`src/rtl/sync_edge_event_queue.sv`:
```
// Glitch filter and edge detector for a synchronized level.
// Edges are queued as {polarity, timestamp} events in a show-ahead FIFO.
module sync_edge_event_queue #(
    parameter int FILTER_LEN = 4,
    parameter int TS_W       = 16,
    parameter int DEPTH      = 8,
    parameter int OVF_W      = 8
) (
    input  logic                     clk,
    input  logic                     rst,
    input  logic                     sync_in,
    output logic                     evt_valid,
    input  logic                     evt_ready,
    output logic                     evt_rise,
    output logic [TS_W-1:0]          evt_ts,
    output logic                     level_out,
    output logic [$clog2(DEPTH):0]   fifo_count,
    output logic [OVF_W-1:0]         overflow_cnt,
    input  logic                     ovf_clr
);
    localparam int AW = $clog2(DEPTH);
    localparam int CW = AW + 1;
    localparam int SW = $clog2(FILTER_LEN + 1);
    localparam logic [SW-1:0]    STAB_MAX = SW'(FILTER_LEN - 1);
    localparam logic [CW-1:0]    FULL_CNT = CW'(DEPTH);
    localparam logic [OVF_W-1:0] OVF_MAX  = '1;

    logic [TS_W-1:0] ts;
    logic [SW-1:0]   stab_cnt;
    logic [TS_W:0]   mem [DEPTH];
    logic [AW-1:0]   wptr;
    logic [AW-1:0]   rptr;
    logic [CW-1:0]   count;

    logic commit;
    logic pop;
    logic full;
    logic wr;
    logic drop;

    assign commit = (sync_in != level_out) && (stab_cnt == STAB_MAX);
    assign full   = (count == FULL_CNT);
    assign pop    = evt_valid && evt_ready;
    // A full FIFO still accepts a push when the head leaves in the same cycle.
    assign wr     = commit && (!full || pop);
    assign drop   = commit && full && !pop;

    assign evt_valid  = (count != '0);
    assign evt_rise   = evt_valid && mem[rptr][TS_W];
    assign evt_ts     = evt_valid ? mem[rptr][TS_W-1:0] : '0;
    assign fifo_count = count;

    always_ff @(posedge clk) begin
        if (rst) begin
            ts        <= '0;
            level_out <= 1'b0;
            stab_cnt  <= '0;
        end else begin
            ts <= ts + 1'b1;
            if (sync_in == level_out) begin
                stab_cnt <= '0;
            end else if (commit) begin
                level_out <= sync_in;
                stab_cnt  <= '0;
            end else begin
                stab_cnt <= stab_cnt + 1'b1;
            end
        end
    end

    always_ff @(posedge clk) begin
        if (wr) begin
            mem[wptr] <= {sync_in, ts};
        end
    end

    always_ff @(posedge clk) begin
        if (rst) begin
            wptr  <= '0;
            rptr  <= '0;
            count <= '0;
        end else begin
            if (wr) begin
                wptr <= wptr + 1'b1;
            end
            if (pop) begin
                rptr <= rptr + 1'b1;
            end
            case ({wr, pop})
                2'b10:   count <= count + 1'b1;
                2'b01:   count <= count - 1'b1;
                default: count <= count;
            endcase
        end
    end

    always_ff @(posedge clk) begin
        if (rst) begin
            overflow_cnt <= '0;
        end else if (ovf_clr) begin
            overflow_cnt <= drop ? OVF_W'(1) : '0;
        end else if (drop && overflow_cnt != OVF_MAX) begin
            overflow_cnt <= overflow_cnt + 1'b1;
        end
    end

endmodule

```
`config.mk`:
```
export PLATFORM = sky130hd
export DESIGN_NAME = sync_edge_event_queue
export DESIGN_NICKNAME = d
export VERILOG_FILES = /design/src/rtl/sync_edge_event_queue.sv
export SDC_FILE = /design/constraint.sdc
export NUM_CORES = 1
export LEC_CHECK = 0
export ABC_AREA = 1
export CORE_AREA = 2 2 138 140
export DETAILED_ROUTE_END_ITERATION = 8
export DIE_AREA = 0 0 140 142
export MAX_ROUTING_LAYER = met4
export PLACE_DENSITY = 0.66
export RECOVER_POWER = 50
export SYNTH_ARGS = -nofsm -noshare
export SYNTH_HDL_FRONTEND = slang
export SYNTH_SLANG_ARGS = --single-unit
```
`constraint.sdc`:
```
create_clock -name clk -period 3.15 [get_ports clk]
set_clock_uncertainty 0.1 [all_clocks]
set_input_delay 0.4725 -clock clk [delete_from_list [all_inputs] [get_ports clk]]
set_output_delay 0.4725 -clock clk [all_outputs]
set_load 0.005 [all_outputs]
```
==> results.yml <==
finish:
  nFillCells: 1650
  design_area_um2: 8420
  diodes: 0
  layout-drive-gt1-share_pct: 7.88
  syn_to_final_growth_pct: 15.6
  stdcell_count: 957
  regArea_um2: 4910
  num-nets-final: 722
  multiInputGateArea_um2: 1970
die:
  ios: 36
  die-width_um: 140
  core_area_um2: 18500
  rows: 50
  die_area_um2: 19900
  die_y_um: 142
  initial_utilization_pct: 39.5
global_routing:
  grt_pass1_wl_um: 24500
  grt_overflow: 0
  antenna_found_initial: 0
  track_usage_pct: 16.2
  grt_pass1_vias: 4716
  grt_max_degree: 35
clock_network:
  postCtsSetupBuffers: 0
  clk_pin_slew_ns: 0.06
  hold_buffers: 0
  clk_latency_ns: 0.42
  root_buffer: "clkbuf_16"
  cts_inserted_buffers: 17
  cts_tree: "built"
  h-tree-depth: 4
  clock_path_buffers: 2
  cts.sinks: 177
critical_path:
  crit_path_end_kind: "output pin"
  reg2reg_to: "mem[0][13]"
  r2r_cells: 9
  crit_family: "buffers and inverters"
  r2r_start: "stab_cnt[0]"
  crit_required_ns: 2.58
  cp_num_buf_inv: 2
  path_class: "reg2out"
  cpPeakStageDelay_ns: 0.56
  reg2reg_slack_ns: 0.75
  cp_max_fo: 32
  worstPathArrival_ns: 2.43
  path_cells: "buf_8 -> o21ai_0 -> o22ai_1 -> o21ai_1 -> a31oi_1 -> clkdlybuf4s50_1"
  crit_slowest_cell: "clkdlybuf4s50_1"
  cp-start-kind: "flop"
routing:
  vias_per_cell: 5.09
  vias: 4873
  drt_iter0_markers: 420
  dr_wl_met2_um: 6890
  totalWireLength_um: 14900
  drt_first_pass_iters: 9
  dr.max_layer_used: "met4"
  route.detailed.drc: 2
  m1WireLength_um: 6840
  ant_nets: 0
  wl_per_cell_um: 15.6
  wl_met3_um: 960
status:
  violations: "design-rule violations"
  status: "finished, violations left"
power_and_ir_drop:
  clkPwrFrac_pct: 30.6
  p_sw_mw: 1.86
  pwr-share-seq_pct: 42.8
  power_density_nw_per_um2: 729
  p_sw_share_pct: 30.3
  ir_worst_vdd_mv: 0.385
  leakage_nw: 3.08
  internal-power_mw: 4.28
  pwr-share-comb_pct: 26.6
synthesis:
  ys_seq_elements: 177
  syn_nets: 679
  synth_edf_count: 136
  yosysSeqAreaShare_pct: 67.3
  syn_area_um2: 7290
  synthCells: 667
  syn_avg_cell_area_um2: 10.9
  yosysWarnings: 0
  ys_top_cells_by_area: "edfxtp_1 (56%), dfxtp_1 (11%), nor2_1 (6.9%), o21ai_0 (6.5%), inv_1 (2.7%)"
  yosys.cell_types.count: 32
  synthArstFlopShare_pct: 0
  synth_top_area_cell: "edfxtp_1"
  synthFlopType: "edfxtp_1"
  synth_top_area_share_pct: 56.0
timing:
  fin_crit_sh_pct: 95.2
  slew_headroom_pct: 53.8
  max_freq_mhz: 333
  finalSetupViolCount: 0
  period_minus_slack_ns: 3.00
  drv_slew: 0
  tightest_slew_ns: 0.692
  rsz0062_at_grt: "yes"
  hold_viol_final: 0
  tns_ns: 0
hold_path:
  min_from: "stab_cnt[0]"
  min_to: "stab_cnt[0]"
  hold_depth: 1
  min_path_type: "reg2reg"
place:
  io_buffers: 35
  place_area_um2: 7920
  gp_congestion: 0.826
  dp_cells: 925
  dpl.hpwl_um: 9570
job:
  max-cap-violations: 0
-- synth_stat cells, types with 2 or more instances --
| cell | instances |
|---|---|
| buf_4 | 4 |
| xor2_1 | 3 |
| buf_2 | 8 |
| buf_6 | 5 |
| nand2_4 | 2 |
| o22ai_1 | 17 |
| edfxtp_1 | 136 |
| o21ai_1 | 12 |
| dfxtp_1 | 41 |
| inv_1 | 53 |
| a31oi_1 | 17 |
| nand3_1 | 20 |
| nand3_2 | 2 |
| nand3_4 | 2 |
| nand2_1 | 43 |
| nand2_2 | 3 |
| nand4_1 | 8 |
| o21ai_0 | 94 |
| a21oi_1 | 28 |
| clkbuf_1 | 12 |
| nor3_1 | 5 |
| nor2_1 | 134 |
| ha_1 | 7 |
| inv_2 | 3 |
-- sequential cells by signal (all words and copies together), names as in the netlist, named ones only --
register,flops
ts,16
rptr,3
overflow_cnt,8
level_out,1
wptr,3
mem,136
fifo_count,4
stab_cnt,3
-- cell usage in the layout, fill, tap and decap left out, types with 2 or more instances in the layout --
cell / n
buf_6: 2
a31oi_1: 17
inv_1: 53
a21oi_1: 28
nor2_1: 132
buf_4: 12
dfxtp_1: 40
clkinvlp_4: 3
o21ai_0: 94
o22ai_1: 17
clkinv_1: 6
nand2_1: 46
clkbuf_1: 4
nand2_2: 2
nor3_1: 5
nand4_1: 8
ha_1: 7
dlygate4sd3_1: 7
xor2_1: 3
clkbuf_16: 17
clkdlybuf4s50_1: 28
o21ai_1: 12
clkinv_2: 3
edfxtp_1: 136
nand3_1: 21
inv_2: 2
nand3_2: 2
nor2_2: 3
-- timing repair --
action | in CTS | in global routing
resized for setup | 3 | 3
hold endpoints to repair | 0 | 0
endpoints found under the setup margin | 14 | 7
-- through the flow --
step                      setup slack (ns)  utilization, %  power (mW)  hold slack [ns]
final                                0.151            45.6        6.14            0.317
after global routing              -0.00188            45.6        6.49            0.336
after CTS                           0.0784            45.8        6.19            0.322
after detailed placement             0.349            42.9        4.31            0.313
after global placement               0.401            42.9        4.29            0.310
after floorplan                      0.726               -        3.74            0.299
-- logic make-up (layout without fill, tap and decap cells) --
group                      after synthesis  count (layout)  synth area share, %
AOI/OAI and AO/OA                      169             169                 12.2
xor gates and xnor gates                 3               3                0.361
adders and majority gates                7               7                 1.20
buffers and inverters                   87             143                 5.39
DFF                                    177             177                 67.3
and+or+nand+nor                        224             224                 13.5
-- power groups by stage --
stage	clock network [mW]	logic [mW]	registers (mW)
final	1.88	1.64	2.63
after global routing	2.00	1.85	2.64
after CTS	1.91	1.65	2.63
after global placement	0	1.63	2.67
after floorplan	0	1.11	2.63
after detailed placement	0	1.64	2.67
-- per-layer routing --
layer  vias up  GRT usage, %
met2       147          24.6
met1      2275          21.8
met4         0          5.48
met3        20          3.73
li1       2431             -
met5         -             -
-- layout make-up --
type / count / share of cell area [%]
inverters: 57 / 2.58
well taps: 234 / 3.48
multi-input cells: 403 / 23.4
clock buffers: 18 / 5.10
repair buffers: 54 / 6.05
flip-flops and latches: 177 / 58.3
clock inverters: 14 / 1.17
-- how the worst max path moves through the flow --
stage	startpoint	end	slack, ns	depth (start not counted)
floorplan	stab_cnt[0]	mem[0][0]	0.73	8
global placement	flop	evt_ts[10]	0.40	7
detailed placement	flop	evt_ts[10]	0.35	7
CTS	flop	evt_ts[10]	0.08	7
global route	flop	evt_ts[6]	-0.002	6
finish	flop	evt_ts[15]	0.15	6
Note: power is estimated with default switching activity, not from simulation.
